<file path="src/rtl/time_entry.sv">
// Minute/second entry front end: synchronizes and debounces two buttons,
// walks through minute then second BCD entry and emits a one-cycle load.
module time_entry #(
  parameter int DB_COUNT = 500000,
  parameter int DB_W     = 20
) (
  input  logic       clk,
  input  logic       rst_n,
  input  logic [7:0] sw,
  input  logic [1:0] btn,
  output logic [5:0] minute,
  output logic [5:0] second,
  output logic       load,
  output logic       editing,
  output logic [1:0] field,
  output logic       err
);

  typedef enum logic [1:0] {
    S_IDLE     = 2'd0,
    S_EDIT_MIN = 2'd1,
    S_EDIT_SEC = 2'd2,
    S_COMMIT   = 2'd3
  } state_t;

  logic [1:0]      r_btn_s1;
  logic [1:0]      r_btn_s2;
  logic [7:0]      r_sw_s1;
  logic [7:0]      r_sw_s2;
  logic [1:0]      r_stable;
  logic [1:0]      r_stable_d;
  logic [1:0]      r_press;
  logic [DB_W-1:0] r_db_cnt [2];

  state_t          r_state;
  state_t          w_state_next;
  logic [5:0]      r_min_stage;
  logic [5:0]      r_sec_stage;
  logic [5:0]      r_minute;
  logic [5:0]      r_second;
  logic            r_load;
  logic            r_err;
  logic            r_editing;
  logic [1:0]      r_field;

  logic            w_enter;
  logic            w_cancel;
  logic [3:0]      w_tens;
  logic [3:0]      w_units;
  logic            w_valid;
  logic [6:0]      w_sum7;
  logic [5:0]      w_value;
  logic            w_err_next;
  logic            w_min_we;
  logic            w_sec_we;

  always_ff @(posedge clk) begin
    if (!rst_n) begin
      r_btn_s1   <= '0;
      r_btn_s2   <= '0;
      r_sw_s1    <= '0;
      r_sw_s2    <= '0;
      r_stable_d <= '0;
      r_press    <= '0;
    end else begin
      r_btn_s1   <= btn;
      r_btn_s2   <= r_btn_s1;
      r_sw_s1    <= sw;
      r_sw_s2    <= r_sw_s1;
      r_stable_d <= r_stable;
      r_press    <= r_stable & ~r_stable_d;
    end
  end

  // One debouncer per button; the level is accepted only after DB_COUNT
  // consecutive cycles of disagreement with the current stable level.
  generate
    for (genvar gi = 0; gi < 2; gi++) begin : g_db
      always_ff @(posedge clk) begin
        if (!rst_n) begin
          r_db_cnt[gi] <= '0;
          r_stable[gi] <= 1'b0;
        end else if (r_btn_s2[gi] == r_stable[gi]) begin
          r_db_cnt[gi] <= '0;
        end else if (r_db_cnt[gi] == DB_W'(DB_COUNT - 1)) begin
          r_stable[gi] <= r_btn_s2[gi];
          r_db_cnt[gi] <= '0;
        end else begin
          r_db_cnt[gi] <= r_db_cnt[gi] + 1'b1;
        end
      end
    end
  endgenerate

  assign w_enter  = r_press[0];
  assign w_cancel = r_press[1];
  assign w_tens   = r_sw_s2[7:4];
  assign w_units  = r_sw_s2[3:0];
  assign w_valid  = (w_tens <= 4'd5) && (w_units <= 4'd9);
  assign w_sum7   = ({3'b000, w_tens} << 3) + ({3'b000, w_tens} << 1) + {3'b000, w_units};
  assign w_value  = w_sum7[5:0];

  // Cancel takes priority over enter when both pulse together.
  always_comb begin
    w_state_next = r_state;
    w_err_next   = 1'b0;
    w_min_we     = 1'b0;
    w_sec_we     = 1'b0;
    case (r_state)
      S_IDLE: begin
        if (w_enter && !w_cancel) w_state_next = S_EDIT_MIN;
      end
      S_EDIT_MIN: begin
        if (w_cancel) begin
          w_state_next = S_IDLE;
        end else if (w_enter) begin
          if (w_valid) begin
            w_min_we     = 1'b1;
            w_state_next = S_EDIT_SEC;
          end else begin
            w_err_next = 1'b1;
          end
        end
      end
      S_EDIT_SEC: begin
        if (w_cancel) begin
          w_state_next = S_IDLE;
        end else if (w_enter) begin
          if (w_valid) begin
            w_sec_we     = 1'b1;
            w_state_next = S_COMMIT;
          end else begin
            w_err_next = 1'b1;
          end
        end
      end
      S_COMMIT: w_state_next = S_IDLE;
      default:  w_state_next = S_IDLE;
    endcase
  end

  always_ff @(posedge clk) begin
    if (!rst_n) begin
      r_state     <= S_IDLE;
      r_min_stage <= '0;
      r_sec_stage <= '0;
      r_minute    <= '0;
      r_second    <= '0;
      r_load      <= 1'b0;
      r_err       <= 1'b0;
      r_editing   <= 1'b0;
      r_field     <= 2'b00;
    end else begin
      r_state <= w_state_next;
      r_err   <= w_err_next;
      if (w_min_we) r_min_stage <= w_value;
      if (w_sec_we) r_sec_stage <= w_value;
      // load rises together with the new minute/second values
      r_load <= (r_state == S_COMMIT);
      if (r_state == S_COMMIT) begin
        r_minute <= r_min_stage;
        r_second <= r_sec_stage;
      end
      r_editing <= (w_state_next == S_EDIT_MIN) || (w_state_next == S_EDIT_SEC);
      case (w_state_next)
        S_EDIT_MIN: r_field <= 2'b01;
        S_EDIT_SEC: r_field <= 2'b10;
        default:    r_field <= 2'b00;
      endcase
    end
  end

  assign minute  = r_minute;
  assign second  = r_second;
  assign load    = r_load;
  assign err     = r_err;
  assign editing = r_editing;
  assign field   = r_field;

endmodule

</file>
<file path="config.mk">
export PLATFORM = sky130hd
export DESIGN_NAME = time_entry
export DESIGN_NICKNAME = d
export VERILOG_FILES = /design/src/rtl/time_entry.sv
export SDC_FILE = /design/constraint.sdc
export NUM_CORES = 1
export LEC_CHECK = 0
export BUFFER_PORTS_ARGS = -buffer_cell sky130_fd_sc_hd__buf_2
export CAP_MARGIN = 25
export CORE_ASPECT_RATIO = 0.5
export CORE_MARGIN = 2
export CORE_UTILIZATION = 64
export DETAILED_ROUTE_END_ITERATION = 8
export PLACE_DENSITY = 0.84
export SLEW_MARGIN = 20
export SYNTH_ARGS = -nofsm -noshare
export SYNTH_HDL_FRONTEND = slang
export SYNTH_SLANG_ARGS = --single-unit
</file>
<file path="constraint.sdc">
create_clock -name clk -period 5.65 [get_ports clk]
set_input_delay 0.565 -clock clk [delete_from_list [all_inputs] [get_ports clk]]
set_output_delay 0.565 -clock clk [all_outputs]
set_load 0.05 [all_outputs]
</file>
# Word level (Yosys, flattened, before mapping)
# Memory sizes are Yosys's and may differ from the RTL's.
# Cells that the tools add are included.
# op_classes
add_sub_neg,4
n_lt_le_gt_ge,2
n_eq_ne,9
n_mux,44
bitwise_logic,13
n_reduce_logical,9
# op_table
cell,count
$mux 20,6
$add 20x1->20 const B,2
$eq 20x19->1 const B,2
$mux 1,29
$mux 2,7
$pmux 2 s4,1
$add 6x4->6,1
$add 6x5->6,1
$eq 2x2->1 const B,3
$or 1x1->1,6
$not 1->1,5
$eq 2x1->1 const B,2
$le 4x3->1 const B,1
$le 4x4->1 const B,1
$pmux 2 s2,1
$reduce_and 2->1,2
$reduce_or 4->1,1
$and 2x2->2,1
$eq 1x1->1,2
$logic_and 1x1->1,2
$logic_not 2->1,1
$not 2->2,1
$reduce_or 2->1,1
$logic_not 1->1,1
$logic_or 1x1->1,1
# totals
regBits,57
mem_bits_rw,40
input_bits,12
output_inout_bits,17
wordCells,99
mem_count,1
# memory_table
name,depth,width,read_ports,rd_ports_with_merged_regs,write_ports,line_no,text
r_db_cnt,2,20,2,0,2,33,logic [DB_W-1:0] r_db_cnt [2];

# Depth between registers and ports, before layout
# depth
ltp_word,8
depth_mapped,7
depth_no_buf,7

# Least setup slack after synthesis
# No wires, ideal clock.
# synth_timing
path_type,register to register
from,mem r_db_cnt[1][0]
to,"mem r_db_cnt[1][18], data pin"
setup_ns,0.256
arrival_time_ns,1.723
required_time_ns,5.394
setup_slack_ns,3.671
stages_incl_launch_ff,6
path_buffers,0
synth_period_minus_slack_ns,1.979
cell_sequence,edfxtp_1 ha_1 nand4_1 nor4_1 mux2_2 and4_1
# synth_rtl
item,line_no
"start, declared",33

==> results.py <==
metrics = {
    "routing": {
        "drtPass1Iterations": 4,
        "wl_met1_um": 3265,
        "drc_errors": 0,
        "highest_layer": "met4",
        "wirelength_um": 7112,
        "vias": 2941,
        "drtIter0Drc": 147,
        "routed_via_density": 5.233,
        "met2_length_um": 3425,
        "ant_nets": 0,
        "wl_met3_um": 343,
        "wl_per_cell_um": 12.65,
    },
    "cells_and_area": {
        "drive_gt1_share_pct": 11.28,
        "fin_nets": 492,
        "finish.instance_area_um2": 4937,
        "final_common_cell": "nor2_1",
        "n_antenna_cell": 0,
        "area_delta_synth_final_pct": 14.31,
        "final_cell_mix": "nor2_1 (64), dfxtp_1 (57), edfxtp_1 (40), conb_1 (40), buf_2 (28)",
    },
    "sta": {
        "fin_crit_ns": 2.311,
        "max_slew.worst_pin.slew_ns": 0.8716,
        "finalHoldViolations": 0,
        "tns_ns": 0,
        "fin_skew_ns": 0.007059,
        "maxSlewViolCount": 0,
        "fmax_mhz": 432.7,
        "rsz0062_at_grt": "no",
        "max-slew-margin-rel_pct": 41.69,
        "finalSetupViolCount": 0,
        "min_period_over_period_pct": 40.90,
    },
    "critical_path": {
        "cpPeakStageDelay_ns": 0.65,
        "startpoint": "rst_n",
        "crit_path_end_kind": "flip-flop",
        "cp_max_fo": 33,
        "crit_top_cell": "nor2_1",
        "rrSetupSlack_ns": 3.38,
        "r2r_start": "r_db_cnt[1][0]",
        "crit_chain": "buf_2 > clkinv_1 > nor2_1 > o31ai_4 > nor2_1",
        "cp-start-kind": "input port",
        "crit_buf_inv": 2,
        "path_delay_family": "buffers and inverters",
        "critPathArrivalTime_ns": 2.50,
        "crit_slowest_cell": "clkinv_1",
        "cp_data_required_time_ns": 5.84,
        "reg2regPathDepth": 4,
        "r2r_end": "r_db_cnt[1][6]",
        "setup.worst_path.class": "in -> reg",
    },
    "global_route": {
        "grt_usage_pct": 20.85,
        "grt_pass1_wl_um": 11830,
        "grt_max_degree": 34,
        "antenna_found_initial": 0,
        "grt_overflow": 0,
        "grt_pass1_vias": 2721,
    },
    "logic_synthesis": {
        "synth_edf_count": 40,
        "synthCells": 402,
        "ys_async_sr_fraction_pct": 0,
        "synthesis.yosys.warnings": 0,
        "syn_area_um2": 4319,
        "synthDistinctLibCells": 45,
        "synth_seq_cells": 97,
        "seq_area_frac_synth_pct": 54.23,
        "yosys_most_used_dff": "dfxtp_1",
        "synth.avg_cell_area_um2": 10.74,
    },
    "cts": {
        "cts_resized": 0,
        "clk_pin_slew_ns": 0.06,
        "cts_buffers": 9,
        "hold_buffers": 0,
        "cts_tree": "yes",
        "htreeDepth": 3,
        "post_cts_buffers": 0,
        "cts.sinks": 97,
        "root_buffer": "clkbuf_16",
        "cts.path.max_buffers": 2,
        "insertion_delay_ns": 0.34,
    },
    "pwr": {
        "p_leak_nw": 1.882,
        "powerDensity_nw_per_um2": 277.1,
        "irDropWorstVdd_uv": 175.1,
    },
    "floorplanning": {
        "ios": 29,
        "die_area_um2": 7462,
        "fp.dieH_um": 62.09,
        "core_area_um2": 6595,
        "start_util_pct": 65.49,
        "die_w_um": 120.2,
        "rows": 21,
    },
    "worst_hold_path": {
        "hp-start": "r_stable_d[0]",
        "worstHoldPathCells": 1,
        "min_path_type": "reg -> reg",
        "whs_endpoint": "r_press[0]",
    },
    "placement": {
        "place.gp.congestion": 0.8552,
        "postPlaceCellArea_um2": 4667,
        "hpwl_um": 4976,
        "io_buffers": 28,
    },
    "flow_run": {
        "cap_violations": 0,
    },
    "status": {
        "status": "complete, no violations",
    },
}
metal layers:
| layer | vias up | track usage, % |
|---|---|---|
| met5 | - | 0 |
| met4 | 0 | 7.059 |
| met3 | 8 | 7.847 |
| met2 | 43 | 37.91 |
| met1 | 1385 | 23.62 |
| li1 | 1505 | - |
cell families (layout without fill, tap and decap cells):
family / after synthesis / in the layout / share of synthesized area (%)
simple gates: 176 / 176 / 21.38
flops: 97 / 97 / 54.23
xor+xnor: 35 / 35 / 7.097
buf+inv: 27 / 56 / 2.491
compound gates: 26 / 26 / 4.201
mux: 25 / 25 / 5.823
fa+ha+maj: 15 / 15 / 4.693
other cells: 1 / 40 / 0.08682
cell usage after synthesis, types with 2 or more instances:
cell | count | area share, %
a31o_2 | 2 | 0.41
clkbuf_1 | 10 | 0.87
nand2_1 | 16 | 1.4
edfxtp_1 | 40 | 28
nand3_1 | 14 | 1.6
buf_1 | 2 | 0.17
nor2b_1 | 2 | 0.29
a21oi_1 | 11 | 1.3
nor4_1 | 11 | 1.6
or3_1 | 4 | 0.58
xor2_1 | 10 | 2.0
o21ai_0 | 7 | 0.81
and3_1 | 2 | 0.29
nor3_1 | 11 | 1.3
and4_1 | 5 | 1.0
inv_1 | 11 | 0.96
nand4_1 | 13 | 1.9
mux2i_1 | 24 | 5.6
nor2_1 | 64 | 5.6
ha_1 | 13 | 3.8
fa_1 | 2 | 0.93
nor4b_1 | 2 | 0.41
and2_1 | 24 | 3.5
xnor2_1 | 25 | 5.1
dfxtp_1 | 57 | 26
through the flow:
stage | instances | utilization (%) | worst slack [ns] | hold slack (ns) | total power [mW]
2_1_floorplan | 441 | - | 3.671 | 0.3682 | 0.8160
3_3_place_gp | 546 | 70.63 | 3.030 | 0.3704 | 0.8288
3_5_place_dp | 546 | 70.76 | 2.968 | 0.3713 | 0.8308
4_1_cts | 562 | 74.86 | 3.306 | 0.3822 | 1.379
5_1_grt | 562 | 74.86 | 3.049 | 0.3858 | 1.421
6_report | 562 | 74.86 | 3.339 | 0.3810 | 1.368
flip-flops by register name, summed over array words and instances (netlist names):
| signal | count |
|---|---|
| second | 6 |
| r_sw_s2 | 8 |
| r_stable_d | 2 |
| editing | 1 |
| r_db_cnt | 40 |
| load | 1 |
| r_sec_stage | 6 |
| r_stable | 2 |
| r_state | 2 |
| r_min_stage | 6 |
| r_press | 2 |
| err | 1 |
| r_sw_s1 | 8 |
| field | 2 |
| r_btn_s2 | 2 |
| minute | 6 |
| r_btn_s1 | 2 |
worst max path at each step:
stage / to / depth (start not counted)
2_1_floorplan: r_db_cnt[1][18] / 5
3_3_place_gp: r_db_cnt[1][19] / 5
3_5_place_dp: r_db_cnt[1][6] / 5
4_1_cts: r_db_cnt[1][6] / 5
5_1_grt: r_db_cnt[1][19] / 5
6_report: r_db_cnt[1][6] / 5
power breakdown:
part	switching (mW)	internal, mW
combinational	0.0282	0.0216
clock	0.252	0.300
sequential	0.0196	0.748
area by class of cell:
| cell class | count | area [um^2] |
|---|---|---|
| Sequential cell | 97 | 2342 |
| Multi-Input combinational cell | 317 | 2024 |
| Fill cell | 481 | 1658 |
| Clock buffer | 10 | 229.0 |
| Timing Repair Buffer | 28 | 140.1 |
| Tap cell | 92 | 115.1 |
| Inverter | 12 | 45.04 |
| Clock inverter | 6 | 41.29 |
(Power assumes the default switching activity.)
